## config.mk

```make
export PLATFORM = sky130hd
export DESIGN_NAME = reflet_subword_access
export DESIGN_NICKNAME = d
export VERILOG_FILES = /design/src/rtl/reflet_subword_access_pkg.sv /design/src/rtl/reflet_byte_lane_merge.sv /design/src/rtl/reflet_subword_access.sv
export SDC_FILE = /design/constraint.sdc
export NUM_CORES = 1
export LEC_CHECK = 0
export ABC_CLOCK_PERIOD_IN_PS = 2000
export BUFFER_PORTS_ARGS = -buffer_cell sky130_fd_sc_hd__buf_2
export CAP_MARGIN = 5
export CELL_PAD_IN_SITES_DETAIL_PLACEMENT = 1
export CELL_PAD_IN_SITES_GLOBAL_PLACEMENT = 1
export CORE_ASPECT_RATIO = 0.7
export CORE_MARGIN = 2
export CORE_UTILIZATION = 38
export CTS_BUF_LIST = sky130_fd_sc_hd__clkbuf_4
export CTS_CLUSTER_DIAMETER = 40
export DETAILED_ROUTE_END_ITERATION = 7
export PLACE_DENSITY_LB_ADDON = 0.1
export RECOVER_POWER = 100
export SYNTH_ARGS = -nofsm -noshare
export SYNTH_HDL_FRONTEND = slang
export SYNTH_SLANG_ARGS = --single-unit
```

## constraint.sdc

```tcl
create_clock -name clk -period 2 [get_ports clk]
set_clock_uncertainty 0.1 [all_clocks]
set_input_delay 0.2 -clock clk [delete_from_list [all_inputs] [get_ports clk]]
set_output_delay 0.2 -clock clk [all_outputs]
set_load 0.03 [all_outputs]
```

## src/rtl/reflet_subword_access_pkg.sv

```systemverilog
// reflet_subword_access_pkg: size encodings, FSM states and access byte-count helper
package reflet_subword_access_pkg;
  localparam logic [1:0] SIZE_WORD = 2'b00;
  localparam logic [1:0] SIZE_32 = 2'b01;
  localparam logic [1:0] SIZE_16 = 2'b10;
  localparam logic [1:0] SIZE_8 = 2'b11;
  localparam logic [2:0] S_IDLE = 3'd0;
  localparam logic [2:0] S_RD_LO = 3'd1;
  localparam logic [2:0] S_WR_LO = 3'd2;
  localparam logic [2:0] S_RD_HI = 3'd3;
  localparam logic [2:0] S_WR_HI = 3'd4;
  localparam logic [2:0] S_DONE = 3'd5;
  function automatic logic [5:0] access_n(input logic [1:0] size, input int wordsize);
    int b;
    int n;
    b = wordsize / 8;
    n = size == SIZE_32 ? 4 : size == SIZE_16 ? 2 : size == SIZE_8 ? 1 : b;
    return 6'(n > b ? b : n);
  endfunction
endpackage

```

## src/rtl/reflet_byte_lane_merge.sv

```systemverilog
// reflet_byte_lane_merge: byte insert/extract over a two-word little-endian window
module reflet_byte_lane_merge #(
  parameter int WORDSIZE = 16
) (
  input  logic [WORDSIZE-1:0] lo_word,
  input  logic [WORDSIZE-1:0] hi_word,
  input  logic [WORDSIZE-1:0] new_data,
  input  logic [5:0]          offset,
  input  logic [5:0]          count,
  output logic [WORDSIZE-1:0] merged_lo,
  output logic [WORDSIZE-1:0] merged_hi,
  output logic [WORDSIZE-1:0] extracted
);
  localparam int W2 = 2 * WORDSIZE;
  logic [W2-1:0] mask, lane_mask, lane_data, window, merged, shifted;
  // count never exceeds the word's byte count, so the shift stays inside the double window
  always_comb begin
    mask = (W2'(1) << {count, 3'b000}) - W2'(1);
    lane_mask = mask << {offset, 3'b000};
    lane_data = ({{WORDSIZE{1'b0}}, new_data} & mask) << {offset, 3'b000};
    window = {hi_word, lo_word};
    merged = (window & ~lane_mask) | lane_data;
    shifted = (window >> {offset, 3'b000}) & mask;
  end
  assign merged_lo = merged[WORDSIZE-1:0];
  assign merged_hi = merged[W2-1:WORDSIZE];
  assign extracted = shifted[WORDSIZE-1:0];
endmodule

```

## src/rtl/reflet_subword_access.sv

```systemverilog
// reflet_subword_access: load/store sequencer with read-modify-write and split unaligned accesses
module reflet_subword_access
  import reflet_subword_access_pkg::*;
#(
  parameter int WORDSIZE = 16
) (
  input  logic                clk,
  input  logic                reset,
  input  logic                req_valid,
  output logic                req_ready,
  input  logic                req_write,
  input  logic [1:0]          req_size,
  input  logic [WORDSIZE-1:0] req_addr,
  input  logic [WORDSIZE-1:0] req_wdata,
  output logic                resp_valid,
  output logic [WORDSIZE-1:0] resp_rdata,
  output logic [5:0]          access_bytes,
  output logic                ram_en,
  output logic                ram_write,
  output logic [WORDSIZE-1:0] ram_addr,
  output logic [WORDSIZE-1:0] ram_wdata,
  input  logic [WORDSIZE-1:0] ram_rdata,
  input  logic                ram_ack
);
  localparam int B = WORDSIZE / 8;
  logic [2:0] state, next_state;
  logic lat_write, span, req_full, hi_phase;
  logic [5:0] lat_n, offset, req_offset;
  logic [WORDSIZE-1:0] lat_addr, lat_wdata, lo_word, hi_word, lo_addr, merged_lo, merged_hi, extracted;
  assign access_bytes = access_n(req_size, WORDSIZE);
  assign req_offset = 6'(req_addr & WORDSIZE'(B - 1));
  assign offset = 6'(lat_addr & WORDSIZE'(B - 1));
  assign lo_addr = lat_addr & ~WORDSIZE'(B - 1);
  assign span = 7'(offset) + 7'(lat_n) > 7'(B);
  // aligned full-word stores overwrite every lane, so no read is needed
  assign req_full = req_write && access_bytes == 6'(B) && req_offset == 6'd0;
  assign req_ready = state == S_IDLE && !reset;
  assign ram_en = state != S_IDLE && state != S_DONE;
  assign ram_write = state == S_WR_LO || state == S_WR_HI;
  assign hi_phase = state == S_RD_HI || state == S_WR_HI;
  assign ram_addr = !ram_en ? '0 : hi_phase ? lo_addr + WORDSIZE'(B) : lo_addr;
  assign ram_wdata = state == S_WR_LO ? merged_lo : state == S_WR_HI ? merged_hi : '0;
  assign resp_valid = state == S_DONE;
  assign resp_rdata = resp_valid && !lat_write ? extracted : '0;
  always_comb begin
    next_state = state;
    case (state)
      S_IDLE:  next_state = req_valid ? (req_full ? S_WR_LO : S_RD_LO) : S_IDLE;
      S_RD_LO: next_state = !ram_ack ? state : lat_write ? S_WR_LO : span ? S_RD_HI : S_DONE;
      S_WR_LO: next_state = !ram_ack ? state : span ? S_RD_HI : S_DONE;
      S_RD_HI: next_state = !ram_ack ? state : lat_write ? S_WR_HI : S_DONE;
      S_WR_HI: next_state = !ram_ack ? state : S_DONE;
      default: next_state = S_IDLE;
    endcase
  end
  always_ff @(posedge clk) begin
    if (reset) begin
      state <= S_IDLE;
      lat_write <= 1'b0;
      lat_n <= '0;
      lat_addr <= '0;
      lat_wdata <= '0;
      lo_word <= '0;
      hi_word <= '0;
    end else begin
      state <= next_state;
      if (req_valid && state == S_IDLE) begin
        lat_write <= req_write;
        lat_n <= access_bytes;
        lat_addr <= req_addr;
        lat_wdata <= req_wdata;
      end
      if (state == S_RD_LO && ram_ack) lo_word <= ram_rdata;
      if (state == S_RD_HI && ram_ack) hi_word <= ram_rdata;
    end
  end
  reflet_byte_lane_merge #(.WORDSIZE(WORDSIZE)) merge (
    .lo_word(lo_word),
    .hi_word(hi_word),
    .new_data(lat_wdata),
    .offset(offset),
    .count(lat_n),
    .merged_lo(merged_lo),
    .merged_hi(merged_hi),
    .extracted(extracted)
  );
endmodule
```

# Word-level counts from Yosys, hierarchy flattened
# Index checks and enable logic that the tools add are counted.
[totals]
regBits = 74
inputBits = 55
output_inout_bits = 58
[op_classes]
eq_ne = 14
shift = 4
n_lt_le_gt_ge = 2
add_sub_neg = 3
bitwise_logic = 5
muxes = 19
n_reduce_logical = 16
[ops]
columns = ["operator", "n"]
rows = [
  ["2-to-1 mux 16 bit", 5],
  ["left shift 32 x 4 -> 32 bit", 2],
  ["AND 16 x 32 -> 32 bit", 1],
  ["AND 32 bit", 1],
  ["inverter 32 bit", 1],
  ["bitwise OR 32 bit", 1],
  ["left shift 1 x 9 -> 32 bit, first input constant", 1],
  ["right shift 32 x 4 -> 16 bit", 1],
  ["subtractor 32 x 2 -> 32 bit, second input constant", 1],
  ["2-to-1 mux 3 bit", 8],
  ["adder 16 x 2 -> 16 bit, second input constant", 1],
  ["AND 16 bit", 1],
  ["case mux 3 bit (5 select lines)", 1],
  ["== test 3 x 2 -> 1 bit, second input constant", 3],
  ["logical AND 1 bit", 8],
  ["2-to-1 mux 2 bit", 4],
  ["inequality test 2 bit, second input constant", 4],
  ["adder 1 x 6 -> 7 bit", 1],
  ["greater-than comparator 7 x 2 -> 1 bit, second input constant", 1],
  ["== test 3 bit, second input constant", 2],
  ["logical NOT 6 bit", 1],
  ["== test 2 bit, second input constant", 2],
  ["AND reduction 4 bit", 1],
  ["== test 3 x 1 -> 1 bit, second input constant", 1],
  ["8 further kinds", 10],
]

# Depth between registers and ports, before layout
[depth]
depth_word = 12
mapped_depth = 9
mapped_depth_nobuf = 7

# Hierarchy
# Synthesis repeated with hierarchy kept, for this count alone.
[hier_totals]
hier_cells = 644
hier_area_um2 = 4740.8
[modules_own_cells]
columns = ["mod", "area_each_um2", "n_inst", "cells_each"]
rows = [
  ["reflet_subword_access", 3498.4, 1, 465],
  ["reflet_byte_lane_merge", 1242.4, 1, 179],
]

# Worst setup path before layout
# Ideal clock, no wire load.
[synth_timing]
kind = "reg-to-output"
startpoint = "register lat_n[1]"
endpoint = "output port ram_wdata[13]"
t_required_ns = 1.700
path_stages_with_launch = 8
slack_ns = -0.271
arrival_ns = 1.971
cell_sequence = "dfxtp_1 > nor2_1 > nor2b_1 > buf_2 > a21o_1 > buf_2 > a222oi_1 > o21ai_0"
[synth_via]
elab_chain_len = 8
elab_cells_between_ends = 10
[synth_lines]
columns = ["item", "line_no", "source"]
rows = [
  ["start, declared", "reflet_subword_access.sv:28", "logic [5:0] lat_n, offset, req_offset;"],
  ["start signal, assigned", "reflet_subword_access.sv:69", "lat_n <= access_bytes;"],
  ["left shift 1 x 9 -> 32 bit *", "reflet_byte_lane_merge.sv:18", "mask = (W2'(1) << {count, 3'b000}) - W2'(1);"],
  ["subtractor 32 x 2 -> 32 bit *", "reflet_byte_lane_merge.sv:18", ""],
  ["left shift 32 x 4 -> 32 bit", "reflet_byte_lane_merge.sv:19", "lane_mask = mask << {offset, 3'b000};"],
  ["inverter 32 bit", "reflet_byte_lane_merge.sv:22", "merged = (window & ~lane_mask) | lane_data;"],
  ["AND 32 bit", "reflet_byte_lane_merge.sv:22", ""],
  ["bitwise OR 32 bit *", "reflet_byte_lane_merge.sv:22", ""],
  ["2-to-1 mux 16 bit", "reflet_subword_access.sv:42", "assign ram_wdata = state == S_WR_LO ? merged_lo : state == S_WR_HI ? merged_hi : '0;"],
  ["2-to-1 mux 16 bit *", "reflet_subword_access.sv:42", ""],
  ["end, declared", "reflet_subword_access.sv:21", "output logic [WORDSIZE-1:0] ram_wdata,"],
]
# Every way passes the cells marked *; elsewhere a longest branch is shown, timed or not.

# Worst setup path after layout
[layout_timing]
startpoint = "register state[2]"
endpoint = "output port ram_addr[15]"
[layout_via]
elab_chain_len = 4
elab_cells_between_ends = 8
[layout_lines]
columns = ["item", "line_no", "source"]
rows = [
  ["start, declared", "reflet_subword_access.sv:26", "logic [2:0] state, next_state;"],
  ["start signal, assigned", "reflet_subword_access.sv:66", "state <= next_state;"],
  ["== test 3 x 2 -> 1 bit / == test 3 bit (equally long branches)", "reflet_subword_access.sv:40", "assign hi_phase = state == S_RD_HI || state == S_WR_HI;"],
  ["logical OR 1 bit", "reflet_subword_access.sv:40", ""],
  ["2-to-1 mux 16 bit", "reflet_subword_access.sv:41", "assign ram_addr = !ram_en ? '0 : hi_phase ? lo_addr + WORDSIZE'(B) : lo_addr;"],
  ["2-to-1 mux 16 bit *", "reflet_subword_access.sv:41", ""],
  ["end, declared", "reflet_subword_access.sv:20", "output logic [WORDSIZE-1:0] ram_addr,"],
]
# Marks and branches as above.

==> reports/qor.yml <==
status: "complete, but fails checks"
violations: "design-rule violations, negative setup slack"
row_count: 30
synth_cells: 523
dpl_cell_area_um2: 4760
grt_pass1_vias: 5304
power.total_mw: 4.378
root_buffer: "clkbuf_4"
worst_setup_path_end_kind: "output pin"
core_um2: 9684
grt_max_degree: 46
vias: 6367
fmax_mhz: 304.0
stdcell_area_um2: 6979
cpPeakStageDelay_ps: 550
fin_cells: 874
synth-seq-cells: 71
p_per_area_nw_per_um2: 627.3
whs_ps: 257.4
grt_pass1_wl_um: 29880
maxCapViolations: 0
syn_area_per_cell_um2: 7.230
portBuffers: 107
crit_path_frequent_cell: "buf_6"
post_route_cells_drive_above_1_share_pct: 46.10
dp_slack_ps: -160.8
routed_wl_um: 32740
nFillCells: 1083
ys_warn_count: 0
route.detailed.drc: 103
hp-class: "input port to register"
seq_power_share_pct: 38.1
synth_ff_type: "dfxtp_1"
dp_cells: 763
cts_made_buffers: 9
syn_to_final_growth_pct: 84.58
antenna_left: 0
switching_share_pct: 43.59
synth_enable_flop_cells: 0
reg2reg_slack_ps: -560
p_leak_nw: 2.606
final_util_pct: 72.07
p_comb_share_pct: 40.7
cts_tree: "done"
routed_via_density: 7.285
die-area_um2: 10780
die-width_um: 123.2
cts_sinks: 71
wl_per_cell_um: 37.46
die_height_um: 87.46
crit_type: "register to output pin"
ir_drop_mv: 0.4757
clk_path_buf_depth: 2
tns_ps: -47310
timing.final.crit_share_pct: 164.5
worstPathCellList: "buf_6 -> nand3b_1 -> a211oi_4 -> nand3_2 -> xor2_2 -> nor2_4 -> buf_6"
min_period_ps: 3289
internal_power_mw: 2.470
min_from: "req_size[0]"
cp_max_fo: 5
required_ps: 1700
synthArstFlopShare_pct: 0
final_cell_mix: "144 x nand2_1, 62 x dfxtp_1, 60 x buf_4"
track_usage_pct: 37.04
antenna_found_initial: 1
rsz0062_at_grt: "true"
final_net_count: 797
finalMaxSlewViolations: 0
power.switching_mw: 1.908
clk_pin_slew_ps: 140
gp_congestion: 0.8391
synth_area_um2: 3781
ios: 113
insertion_delay_ps: 530
setup_ws_ps: -1289
path_delay_family: "simple AND/OR/NAND/NOR gates"
globalRouteOverflowTotal: 0
cp-startpoint: "state[2]"
relSlewSlack_pct: 29.60
seq_area_frac_synth_pct: 37.59
r2r_start: "state[2]"
post_synth_num_cell_types: 47
clkPwrFrac_pct: 21.2
worstMarginPinSlew_ps: 1048
cp-start-kind: "register"
hpwl_um: 10820
setup_viol: 121
cp_slowest_cell: "a211oi_4"
critPathBufInv: 2
firstDrtPassIters: 8
mostFrequentLayoutCell: "nand2_1"
worstPathArrival_ps: 2990
htreeDepth: 3
initial_core_util_pct: 39.04
finalHoldViolations: 0
drt_iter0_drc: 1269
sequential cells by signal (all words and copies together), names as in the netlist:
signal / flops
hi_word: 16
lat_addr: 16
lat_wdata: 16
lo_word: 16
lat_n: 3
state: 3
lat_write: 1
cell families after synthesis:
| group | synth area share (%) |
|---|---|
| AO/OA/AOI/OAI | 24.82 |
| XOR/XNOR | 2.548 |
| adder cells (fa/ha/maj) | 0.9928 |
| buffers and inverters | 6.420 |
| flip-flops | 37.59 |
| multiplexers | 2.416 |
| other | 0.09918 |
| AND/OR/NAND/NOR | 25.12 |
final timing paths:
| kind | to | depth (start not counted) |
|---|---|---|
| setup / recovery | ram_addr[15] | 7 |
| hold / removal | state[1] | 4 |
| setup reg to reg | hi_word[11] | 9 |
| hold reg to reg | lo_word[12] | 2 |
worst register-to-register path, cell delays in order, from the launching register on:
cell      delay, ps
dfxtp_2         370
buf_6           120
nand3b_1        360
buf_4           270
buf_8           130
buf_4           140
nor2_4          200
buf_12          180
nand2_1          80
a21oi_1         450
what timing repair did:
item / 4_1_cts / 5_1_grt
endpoints found under the hold margin: 66 / 0
hold buffers: 51 / 0
buffers inserted: 17 / 24
endpoints found under the setup margin: 70 / 114
resized for setup: 192 / 113
pin swaps: 30 / 30
gates cloned: 2 / 6
layer usage:
metal | wire length, µm | track usage, %
met5 | 125 | 0
met4 | 3788 | 15.91
met3 | 4974 | 9.817
met2 | 13090 | 58.89
met1 | 10770 | 47.41
power groups by stage:
| stage | Combinational (mW) | Clock (mW) | Sequential, mW |
|---|---|---|---|
| 2_1_floorplan | 0.563 | 0 | 1.60 |
| 3_3_place_gp | 0.891 | 0 | 1.62 |
| 3_5_place_dp | 0.919 | 0 | 1.62 |
| 4_1_cts | 1.24 | 0.831 | 1.60 |
| 5_1_grt | 1.79 | 0.962 | 1.67 |
| 6_report | 1.78 | 0.928 | 1.67 |
cell type report:
class / instances / area [µm²] / share of cell area, %
inverter: 7 / 31.28 / 0.4482
sequential: 71 / 1440 / 20.63
clock buffer: 10 / 75.07 / 1.076
antenna: 2 / 5.005 / 0.07171
clock inverter: 6 / 37.54 / 0.5378
multi-input combinational: 404 / 2944 / 42.18
tap: 128 / 160.2 / 2.295
timing repair buffer: 246 / 2286 / 32.75
Yosys cell counts, types with 2 or more instances:
cell,n,area share [%]
a211oi_1,4,0.79
nor2b_1,3,0.50
xor2_1,9,2.1
nor2_1,40,4.0
nand2_1,153,15
and4_1,2,0.46
a21o_1,2,0.40
nor3b_1,2,0.40
a22oi_1,25,5.0
dfxtp_1,71,38
buf_2,11,1.5
o22ai_1,9,1.5
nand4_1,4,0.66
buf_6,2,0.60
o21ai_0,14,1.9
buf_4,5,0.99
or3_1,2,0.33
inv_1,7,0.70
a222oi_1,9,2.4
nor2_2,3,0.50
clkbuf_1,25,2.5
a21oi_1,72,9.5
a31oi_1,3,0.50
buf_1,2,0.20
ha_1,3,0.99
nand3_1,9,1.2
mux2i_1,8,2.1
nor3_1,4,0.53
xnor2_1,2,0.46
(Power assumes the default switching activity.)
